### config.mk
export PLATFORM = sky130hd
export DESIGN_NAME = preempt_handler
export DESIGN_NICKNAME = d
export VERILOG_FILES = /design/src/rtl/preempt_handler.sv
export SDC_FILE = /design/constraint.sdc
export NUM_CORES = 1
export LEC_CHECK = 0
export CAP_MARGIN = 20
export CORE_UTILIZATION = 50
export DETAILED_ROUTE_END_ITERATION = 6
export GPL_ROUTABILITY_DRIVEN = 0
export PLACE_DENSITY_LB_ADDON = 0.15
export SLEW_MARGIN = 40
export SYNTH_ARGS = -nofsm -noshare
export SYNTH_HDL_FRONTEND = slang
export SYNTH_SLANG_ARGS = --single-unit
### constraint.sdc
create_clock -name clock -period 1.7 [get_ports clock]
set_input_delay 0.34 -clock clock [delete_from_list [all_inputs] [get_ports clock]]
set_output_delay 0.34 -clock clock [all_outputs]
set_load 0.005 [all_outputs]
### src/rtl/preempt_handler.sv
// Preemption consumer: on a timer preempt, waits for an instruction boundary, saves the PC,
// picks the next runnable process round-robin and reloads PC. Optional macro: PREEMPT_STATS_EN.
module preempt_handler #(
  parameter int  PID_WIDTH = 2,
  parameter int  PC_WIDTH  = 8,
  localparam int NUM_PROC  = 2 ** PID_WIDTH
) (
  input  logic                 clock,
  input  logic                 reset,
  input  logic                 preemptSignal,
  input  logic                 instrDone,
  input  logic [PC_WIDTH-1:0]  pcIn,
  input  logic [NUM_PROC-1:0]  procActive,
`ifdef PREEMPT_STATS_EN
  output logic [15:0]          switchCount,
`endif
  output logic                 countSignal,
  output logic                 holdFetch,
  output logic                 irResetSel,
  output logic                 pcLoad,
  output logic [PC_WIDTH-1:0]  pcOut,
  output logic [PID_WIDTH-1:0] curProc
);

  typedef enum logic [2:0] {
    RUN     = 3'd0,
    PENDING = 3'd1,
    SAVE    = 3'd2,
    SELECT  = 3'd3,
    LOAD    = 3'd4
  } state_t;

  state_t               state;
  state_t               state_next;
  logic [PID_WIDTH-1:0] cur_proc;
  logic [PID_WIDTH-1:0] next_proc;
  logic [PC_WIDTH-1:0]  saved_pc;
  logic [PC_WIDTH-1:0]  ctx [NUM_PROC];
  logic                 run_count;

  // Round-robin pick starting after cur; cur itself is the last candidate and the fallback.
  function automatic logic [PID_WIDTH-1:0] pick_next(
    input logic [PID_WIDTH-1:0] cur,
    input logic [NUM_PROC-1:0]  mask
  );
    logic [PID_WIDTH-1:0] idx;
    logic                 found;
    pick_next = cur;
    found     = 1'b0;
    for (int i = 1; i <= NUM_PROC; i++) begin
      idx = cur + PID_WIDTH'(i);
      if (!found && mask[idx]) begin
        pick_next = idx;
        found     = 1'b1;
      end
    end
  endfunction

  always_ff @(posedge clock or posedge reset) begin
    if (reset) begin
      state <= RUN;
    end else begin
      state <= state_next;
    end
  end

  always_comb begin
    state_next = state;
    run_count  = 1'b0;
    holdFetch  = 1'b0;
    irResetSel = 1'b0;
    pcLoad     = 1'b0;
    pcOut      = '0;
    case (state)
      RUN: begin
        run_count = 1'b1;
        if (preemptSignal) begin
          state_next = instrDone ? SAVE : PENDING;
        end
      end
      PENDING: begin
        if (instrDone) begin
          state_next = SAVE;
        end
      end
      SAVE: begin
        holdFetch  = 1'b1;
        irResetSel = 1'b1;
        state_next = SELECT;
      end
      SELECT: begin
        holdFetch  = 1'b1;
        irResetSel = 1'b1;
        state_next = LOAD;
      end
      LOAD: begin
        holdFetch  = 1'b1;
        irResetSel = 1'b1;
        pcLoad     = 1'b1;
        pcOut      = ctx[next_proc];
        state_next = RUN;
      end
      default: begin
        state_next = RUN;
      end
    endcase
  end

  // Timer enable drops the moment reset rises, not at the next edge.
  assign countSignal = run_count & ~reset;
  assign curProc     = cur_proc;

  always_ff @(posedge clock or posedge reset) begin
    if (reset) begin
      cur_proc  <= '0;
      next_proc <= '0;
      saved_pc  <= '0;
      for (int i = 0; i < NUM_PROC; i++) begin
        ctx[i] <= '0;
      end
    end else begin
      case (state)
        RUN: begin
          if (preemptSignal && instrDone) begin
            saved_pc <= pcIn;
          end
        end
        PENDING: begin
          if (instrDone) begin
            saved_pc <= pcIn;
          end
        end
        SAVE: begin
          ctx[cur_proc] <= saved_pc;
        end
        SELECT: begin
          next_proc <= pick_next(cur_proc, procActive);
        end
        LOAD: begin
          cur_proc <= next_proc;
        end
        default: begin
        end
      endcase
    end
  end

`ifdef PREEMPT_STATS_EN
  // Counts only real switches; self-switches leave it alone.
  always_ff @(posedge clock or posedge reset) begin
    if (reset) begin
      switchCount <= '0;
    end else if (state == LOAD && next_proc != cur_proc && switchCount != 16'hFFFF) begin
      switchCount <= switchCount + 16'd1;
    end
  end
`endif

endmodule

==> results.toml <==
[outcome]
outcome = "finished, violations left"
violations = "DRC, setup timing"

[placed_design]
dp_cells = 279
io_buffers = 29
dp_hpwl_mm = 3.75

[cts]
cts_root_buf = "clkbuf_8"
cts_made_buffers = 5
cts_tree = "yes"
clk_pin_slew_ps = 90
cts_sinks = 47
ctsHoldBuffers = 0
h-tree-depth = 2
clk_path_buf_depth = 2
clock_latency_ps = 300

[die]
die_area_mm2 = 0.00504
num_io_pins = 30
coreArea_mm2 = 0.00447
initial_core_util = 0.532
die_w_um = 71.0
rows = 24
die_height_um = 71.0

[detailed_routing]
postRouteAntennaNets = 0
vias = 1701
wire_per_inst_um = 19.3
drcViolationCount = 3
routed_wl_mm = 5.73
drtIter0Drc = 72
drtPass1Iterations = 6
vias_per_cell = 5.73

[cells_and_area]
mostFrequentLayoutCells = "dfrtp_1, mux2_2, buf_4"
fin_nets = 265
final_cells = 297
drive_gt1_frac = 0.547
syn_to_final_growth_pct = 34.8
finish.utilization = 0.718
antennaDiodeCount = 0
layout_commonest_cell = "dfrtp_1"

[worst_hold_path]
holdPathEnd = "ctx[4]"
hold_path_startpoint = "ctx[4]"
holdPathStages = 1
hp-class = "reg2reg"

[sta]
grt_setup_unrepaired = "yes"
drv_slew = 0
fin_crit_ps = 2060
finClkSkew_ps = 6.35
setup_viol = 8
worst_slack_ps = -363
fmax_mhz = 485
tightest_slew_ps = 479
hold_violations = 0
post-route-period-util = 1.21
maxSlewHeadroom = 0.681

[setup_path]
cp_data_required_time_ps = 1360
startpoint_type = "flop"
crit_path_end_kind = "output port"
crit_fanout = 4
cp.arrival_ps = 1720
reg2regPathDepth = 4
crit_type = "reg2out"
rrSetupSlack_ps = 20
r2r_end = "saved_pc[4]"
r2r_start = "state[2]"

[global_route]
grtUsageTotal = 0.238
grt_antenna_before_repair = 0
grt_pass1_wl_mm = 9.01
grt_overflow = 0
grt_pass1_vias = 1793
grt_max_degree = 33

[synthesis]
ys_seq_area_frac = 0.494
yosysUniqueCellTypes = 33
syn_inst = 179
ys_top_cells_by_area = "dfrtp_1, mux2_2, mux4_2"
synthesis.area_mm2 = 0.00238
synth-edff-count = 0
synthArstFlopShare = 1.00
ys_warn_count = 0
yosys.area.top_type = "dfrtp_1"
synth_top_area_frac = 0.494
avgSynthCellArea_um2 = 13.3
synth-seq-cells = 47
syn-num-nets = 199
synthFlopType = "dfrtp_1"

[pwr]
p_leak_nw = 1.46
power_density_mw_per_mm2 = 1780
irDropWorstVdd_uv = 928

[job]
cap_violations = 0
-- how the worst max path moves through the flow --
stage | from | to | depth (start not counted)
floorplan | curProc[0] | next_proc[1] | 8
global route | next_proc[0] | pcOut[1] | 5
global placement | next_proc[0] | pcOut[2] | 4
finish | next_proc[0] | pcOut[1] | 5
CTS | next_proc[0] | pcOut[1] | 5
detailed placement | next_proc[0] | pcOut[2] | 4
-- area by class of cell --
class	instances	area [um^2]
Clock inverter	2	37.5
Clock buffer	5	68.8
Sequential cell	47	1180
Fill cell	320	1260
Inverter	7	26.3
Tap cell	52	65.1
Multi-Input combinational cell	113	1170
Timing Repair Buffer	71	661
-- layer usage --
layer | vias up | global-route usage | part of all wire
li1 | 779 | - | -
met4 | 0 | 0.100 | 0.013
met2 | 52 | 0.388 | 0.50
met5 | - | 0 | 0
met3 | 8 | 0.0370 | 0.046
met1 | 862 | 0.321 | 0.44
-- registers in the layout, indices dropped and copies added, names as in the netlist --
name	cells
ctx	32
next_proc	2
saved_pc	8
state	3
curProc	2
-- cells by family after synthesis --
logic type | after synthesis | share of synthesized area
multiplexers | 52 | 0.300
flip-flops | 47 | 0.494
AND/OR/NAND/NOR | 39 | 0.0861
buffers and inverters | 19 | 0.0483
AO/OA/AOI/OAI | 18 | 0.0509
adder cells (fa/ha/maj) | 4 | 0.0210
-- stage by stage --
stage          power, mW  setup WS [ps]  hold slack (ps)  TNS (ps)  area [um^2]
3_5_place_dp        4.51           -288              492     -4490         2920
6_report            5.71           -363              507     -2510         3210
4_1_cts             5.56           -361              507     -2570         3140
2_1_floorplan       3.58           49.7              471         0         2380
3_3_place_gp        4.39           -287              484     -4390         2920
5_1_grt             6.04           -413              525     -2950         3210
-- power by group --
part           internal [mW]  switching [mW]  total [mW]  leakage, nW
Clock                  0.430           0.374       0.803       0.0502
Sequential              1.66           0.429        2.09        0.578
Combinational           1.73            1.09        2.82        0.835
Total                   3.82            1.90        5.71         1.46
-- synthesized netlist by cell type, types with 2 or more instances --
cell       count
dfrtp_1       47
mux2_2        33
and3_1        12
nand2_1       10
mux4_2         9
mux2_4         8
inv_1          7
buf_2          6
nor2_1         5
ha_1           4
a21oi_1        3
buf_6          3
o21ai_0        3
a21boi_0       2
mux2i_1        2
nand2b_1       2
nor3_1         2
nor4_1         2
o2111ai_1      2
o22ai_1        2
o311ai_1       2
or3_1          2
-- what timing repair did --
| action | in CTS | in global routing |
|---|---|---|
| pin swaps | 8 | 4 |
| resized for setup | 58 | 22 |
| setup buffers | 9 | 2 |
| setup endpoints to repair | 13 | 21 |
-- worst max-delay path, stage by stage (launching register included) --
cell	delay, ps
dfrtp_1	430
buf_6	140
buf_6	90
mux4_2	490
and3_4	170
buf_6	110
(Power assumes the default switching activity.)
==> edit 1: new RTL, config.mk and constraints unchanged <==
Register the output `countSignal`, cleared by the reset; this adds one clock of latency there. The other outputs are not delayed to match.
--- a/src/rtl/preempt_handler.sv
+++ b/src/rtl/preempt_handler.sv
@@ -108,5 +108,11 @@
 
   // Timer enable drops the moment reset rises, not at the next edge.
-  assign countSignal = run_count & ~reset;
+  always_ff @(posedge clock or posedge reset) begin
+    if (reset) begin
+      countSignal <= '0;
+    end else begin
+      countSignal <= run_count & ~reset;
+    end
+  end
   assign curProc     = cur_proc;
 
Formal check against the unedited RTL: not equivalent (a bounded check fails within 4 cycles, from zero or initial values and one cycle with reset high).
==> edit 1 against the unedited design <==
  * The run still ends with design-rule violations, negative setup slack left
  * Final area is 1.6% higher
  * Count of clock-buffer cells in the layout is 1 higher
  * Hold slack lost 0.096 ns
  * Area after synthesis is 1.1% higher
  * Routed wire length grew 0.28%
  * Sequential cell count grew 1
  * Total power increased by 1.5%
  * Cell count unchanged
  * Setup slack got worse by 0.0014 ns
==> edit 1: results (changes against the unedited design) <==
PLACEMENT
--------------------------------------------------------------------------------------
Placed wire-length estimate after detailed placement                           3805 um   was 3747 um
Count of input and output buffers                                                   29   unchanged
Worst setup timing slack at the placement stage                             -0.3171 ns   was -0.2879 ns

YOSYS
--------------------------------------------------------------------------------------
Synthesized net count                                                              200   was 199
Synth async-reset ratio                                                          1.000   unchanged
Most used DFF post-synth                                                       dfrtp_1   unchanged
Main area contributors after synthesis                                    dfrtp_1 (50%), mux2_2 (15%), mux4_2 (8.4%)   was dfrtp_1 (49%), mux2_2 (16%), mux4_2 (8.5%)
Most common library cells after synthesis                                 dfrtp_1 (48), mux2_2 (33), and3_1 (12)   was dfrtp_1 (47), mux2_2 (33), and3_1 (12)
Share of the yosys chip area belonging to registers                             0.4990   was 0.4937
Number of distinct standard cells referenced by the synthesized netlist             33   unchanged

GRT
--------------------------------------------------------------------------------------
Total routing usage reported by global routing                                  0.2418   was 0.2383
Global-route wire length before repair                                         9170 um   was 9011 um
Number of global-route vias before repair                                         1839   was 1793
Pin count of the biggest net entering global routing                                32   was 33

CLOCKING
--------------------------------------------------------------------------------------
Clock Latency Late Sink                                                        0.29 ns
Setup repair bufs after CTS                                                         14   was 9
Clock root buffer                                                             clkbuf_8   unchanged
Resize count post-CTS                                                               62   was 58

FINAL LAYOUT
--------------------------------------------------------------------------------------
Multi-input logic portion of the cell area                                      0.3643   was 0.3658
Storage cell area                                                             1202 um2   was 1179 um2
Share of cells above drive strength 1                                           0.5265   was 0.5469
Clkbuf count                                                                         6   was 5
Count of plain and timing-repair buffers in the layout                              69   was 71
Count of fill cells added during filler insertion                                  297   was 320
Number of sequential cells in the layout                                            48   was 47
Number of nets in the finished design                                              264   was 265
Fraction of cell area in non-clock buffers                                      0.2097   was 0.2057
Relative area of clock buffers and inverters in the final design               0.02952   was 0.03311

CRITICAL PATH
--------------------------------------------------------------------------------------
R2R Setup Slk                                                                 -0.02 ns   was 0.02 ns
Critical R2R Launch                                                         curProc[1]   was state[2]
Worst setup endpoint                                                          pcOut[0]   was pcOut[1]
Critical register-to-register path endpoint                               next_proc[1]   was saved_pc[4]
Depth of the worst register-to-register path                                         7   was 4

DRT
--------------------------------------------------------------------------------------
Starting DRT DRC Count                                                             205   was 72
Final routed DRC violation total                                                     3   unchanged
Drt wl/cell                                                                   19.34 um   was 19.29 um
Drt via density                                                                  5.865   was 5.727

STA
--------------------------------------------------------------------------------------
Layout Skew                                                                0.001433 ns   was 0.006354 ns
Final setup slack of the worst path                                         -0.3641 ns   was -0.3628 ns
Count of endpoints failing hold in the final timing report                           0   unchanged
Final setup viols                                                                    9   was 8
Max_slew headroom                                                               0.6975   was 0.6805

RUN STATUS
--------------------------------------------------------------------------------------
Outcome                                                                   finished with violations   unchanged
Violations in the final reports                                           design-rule violations, negative setup slack   unchanged

PWR
--------------------------------------------------------------------------------------
Maximum vdd ir drop                                                          0.9803 mV   was 0.9283 mV
Switching power share of the total                                              0.3373   was 0.3320
Leakage component of the power                                                1.479 nW   was 1.463 nW

HOLD PATH
--------------------------------------------------------------------------------------
Hold WC Path Type                                                             in2async   was reg2reg

## edit 1: cell count changes after synthesis, sizes merged
cell	unedited run	this run
dfrtp	47	48
## edit 1: power by group through the flow
| stage | registers [mW] | clock network [mW] | logic [mW] |
|---|---|---|---|
| after floorplan | 1.96 | 0 | 1.65 |
| after global placement | 2.06 | 0 | 2.31 |
| after detailed placement | 2.13 | 0 | 2.41 |
| after CTS | 2.10 | 0.724 | 2.80 |
| after global routing | 2.18 | 0.773 | 3.16 |
| final | 2.11 | 0.711 | 2.98 |
## edit 1: worst max-delay path: stages, from the launching register on
cell     delay [ns]
dfrtp_1        0.42
buf_12         0.13
buf_6          0.10
mux4_2         0.49
and3_4         0.19
buf_6          0.11
## edit 1: logic make-up after synthesis
kind of cell | after synthesis | share of synthesized area
compound gates | 18 | 0.05041
fa+ha+maj | 4 | 0.02079
mux | 52 | 0.2968
simple gates | 39 | 0.08524
flops | 48 | 0.4990
buf+inv | 19 | 0.04782
## edit 1: worst min-delay path by stage
stage	slack [ns]	depth (start not counted)	start	end
finish	0.41	3	reset	state[0]
global route	0.45	3	reset	ctx[30]
CTS	0.40	3	reset	ctx[14]
detailed placement	0.49	1	ctx[11]	ctx[11]
global placement	0.48	1	ctx[0]	ctx[0]
floorplan	0.41	1	reset	countSignal
## edit 1: metal layers
| layer | track usage | up-vias | wire length [um] |
|---|---|---|---|
| met4 | 0.08444 | 0 | 60 |
| met3 | 0.04641 | 9 | 289 |
| li1 | - | 779 | - |
| met1 | 0.3036 | 884 | 2380 |
| met5 | 0 | - | 0 |
| met2 | 0.4201 | 70 | 3016 |
## edit 1: stage by stage
step	cells	area [um2]	TNS, ns
CTS	295	3192	-3.232
global placement	273	2918	-3.580
floorplan	180	2409	0
global route	297	3263	-3.185
finish	297	3263	-2.736
detailed placement	273	2918	-4.109
==> edit 2: new RTL, config.mk and constraints unchanged <==
Made on the original files. `PC_WIDTH`: 8 -> 7.
--- a/src/rtl/preempt_handler.sv
+++ b/src/rtl/preempt_handler.sv
@@ -3,5 +3,5 @@
 module preempt_handler #(
   parameter int  PID_WIDTH = 2,
-  parameter int  PC_WIDTH  = 8,
+  parameter int  PC_WIDTH  = 7,
   localparam int NUM_PROC  = 2 ** PID_WIDTH
 ) (
Interface: changed (resized pcIn and pcOut); port bits go from 30 to 28. The function was not compared with the original's and may differ.
==> edit 2 against the unedited design <==
  * The flow finishes with violations (negative setup slack)
  * Final area down 10%
  * Setup slack better by 0.078 ns
  * Total power down 6.0%
  * Sequential cell count down 5
  * Non-clock buffer count down 10
  * Fmax up 3.9%
  * Utilization down 1.7 points
  * Hold slack worse by 0.049 ns
  * Area after synthesis down 7.8%
  * Routed wire length down 24%
  * Sequential share of layout area down 0.23 points
  * Count of clock-buffer cells in the layout unchanged
==> edit 2: results (changes against the unedited design) <==
CLOCKING
----------------------------------------------------------------------------------------
Clock root buffer                                                               clkbuf_8   unchanged
Clock Latency Late Sink                                                          0.29 ns
Clock buffer count from CTS                                                            5   unchanged
Clk slew on worst S/H paths                                                      0.08 ns
CTS H-tree lvls                                                                        2   unchanged
CTS Buffer Depth                                                                       2   unchanged

GRT
----------------------------------------------------------------------------------------
Global-route wire length before repair                                           7072 um   was 9011 um
Initial antenna violation count                                                        0   unchanged
Pin count of the biggest net entering global routing                                  43   was 33
Number of global-route vias before repair                                           1394   was 1793
Total routing usage reported by global routing                                    0.2164   was 0.2383

PLACEMENT
----------------------------------------------------------------------------------------
Count of input and output buffers                                                     27   was 29
Area after DPL                                                                  2643 um2   was 2920 um2
Placed wire-length estimate after detailed placement                             2969 um   was 3747 um

STA
----------------------------------------------------------------------------------------
Final setup slack of the worst path                                           -0.2848 ns   was -0.3628 ns
Setup Total Neg Slack                                                          -1.901 ns   was -2.512 ns
Final setup viols                                                                      7   was 8
Max_slew headroom                                                                 0.7518   was 0.6805
Layout Skew                                                                  0.005355 ns   was 0.006354 ns

PWR
----------------------------------------------------------------------------------------
Leakage component of the power                                                  1.350 nW   was 1.463 nW
Maximum vdd ir drop                                                            0.8256 mV   was 0.9283 mV

RUN STATUS
----------------------------------------------------------------------------------------
Outcome                                                                     finished with violations   unchanged
Violations in the final reports                                             negative setup slack   was design-rule violations, negative setup slack

YOSYS
----------------------------------------------------------------------------------------
Main area contributors after synthesis                                      dfrtp_1 (48%), mux2_4 (19%), mux4_2 (7.2%)   was dfrtp_1 (49%), mux2_2 (16%), mux4_2 (8.5%)
Synth async-reset ratio                                                            1.000   unchanged
Number of distinct standard cells referenced by the synthesized netlist               29   was 33
Number of warnings issued by yosys                                                     0   unchanged
Synthesized net count                                                                166   was 199
Share of the yosys chip area belonging to registers                               0.4784   was 0.4937
Most common library cells after synthesis                                   dfrtp_1 (42), mux2_4 (28), mux2_2 (11)   was dfrtp_1 (47), mux2_2 (33), and3_1 (12)

DRT
----------------------------------------------------------------------------------------
Starting DRT DRC Count                                                                66   was 72
Number of search-and-repair iterations in the first detailed-routing pass              4   was 6
Post-detailed-routing wire length                                                4335 um   was 5729 um
Total via count after detailed routing                                              1334   was 1701

FINAL LAYOUT
----------------------------------------------------------------------------------------
Count of fill cells added during filler insertion                                    267   was 320
Number of nets in the finished design                                                224   was 265
Share of cells above drive strength 1                                             0.5583   was 0.5469
Registers with the highest flip-flop counts                                 ctx (28), saved_pc (7), state (3)   was ctx (32), saved_pc (8), state (3)
Diodes inserted                                                                        0   unchanged

CRITICAL PATH
----------------------------------------------------------------------------------------
CP Max Fanout                                                                          2   was 4
CP Data Arrival Time                                                             1.64 ns   was 1.72 ns
Worst setup path start                                                      next_proc[0]   unchanged
Critical R2R Launch                                                           curProc[1]   was state[2]

HOLD PATH
----------------------------------------------------------------------------------------
Hold WC Path Type                                                               in2async   was reg2reg

==> edit 2: kinds of logic (layout without fill, tap and decap cells) <==
logic type | Yosys count | after routing | share of synthesized area
buffers and inverters | 16 | 75 | 0.05011
multiplexers | 51 | 51 | 0.3423
AO/OA/AOI/OAI | 12 | 12 | 0.03872
AND/OR/NAND/NOR | 22 | 22 | 0.06777
flip-flops | 42 | 42 | 0.4784
adder cells (fa/ha/maj) | 4 | 4 | 0.02278
==> edit 2: path summary, 6_finish.rpt <==
kind | end | slack [ns] | cells past startpoint
max | pcOut[0] | -0.28 | 5
min | ctx[11] | 0.46 | 3
max reg2reg | next_proc[0] | 0.10 | 5
min reg2reg | ctx[7] | 0.52 | 1
max in group asynchronous | ctx[22] | 1.03 | 3
min in group clock | ctx[7] | 0.52 | 1
==> edit 2: per-stage QoR <==
step           hold slack (ns)  std cells  worst slack, ns    util
3_3_place_gp            0.4895        239          -0.2317  0.6421
6_report                0.4584        256          -0.2848  0.7011
5_1_grt                 0.5136        256          -0.3531  0.7011
2_1_floorplan           0.4764        147          0.09224       -
3_5_place_dp            0.4933        239          -0.2453  0.6421
4_1_cts                 0.4513        256          -0.2910  0.6978
==> edit 2: worst max-delay path: stages (launching register included) <==
cell and delay [ns]:
dfrtp_1 0.38, buf_6 0.12, buf_6 0.09, mux4_2 0.49
and3_4 0.17, buf_6 0.11
==> edit 2: metal layers <==
layer	wire, um	GRT usage	vias to the layer above
li1	-	-	645
met1	2088	0.2934	664
met2	2103	0.3444	20
met3	87	0.03500	5
met4	55	0.08594	0
met5	0	0	-
==> edit 2: layout make-up <==
| class | instances | share of cell area |
|---|---|---|
| tap | 50 | 0.02168 |
| sequential | 42 | 0.3647 |
| timing repair buffer | 61 | 0.1917 |
| clock inverter | 3 | 0.01561 |
| multi-input combinational | 89 | 0.3747 |
| clock buffer | 5 | 0.02385 |
| inverter | 6 | 0.007806 |
==> edit 2: what timing repair did <==
action | in CTS | in global routing
pin swaps | 8 | 0
gates resized for setup | 51 | 9
gates cloned | 0 | 0
buffers inserted | 9 | 0
endpoints found under the setup margin | 11 | 12
==> edit 2: power by group <==
part | switching [mW] | leakage, nW | internal (mW)
sequential | 0.415 | 0.517 | 1.49
clock | 0.357 | 0.0504 | 0.437
combinational | 0.874 | 0.782 | 1.80
total | 1.65 | 1.35 | 3.73
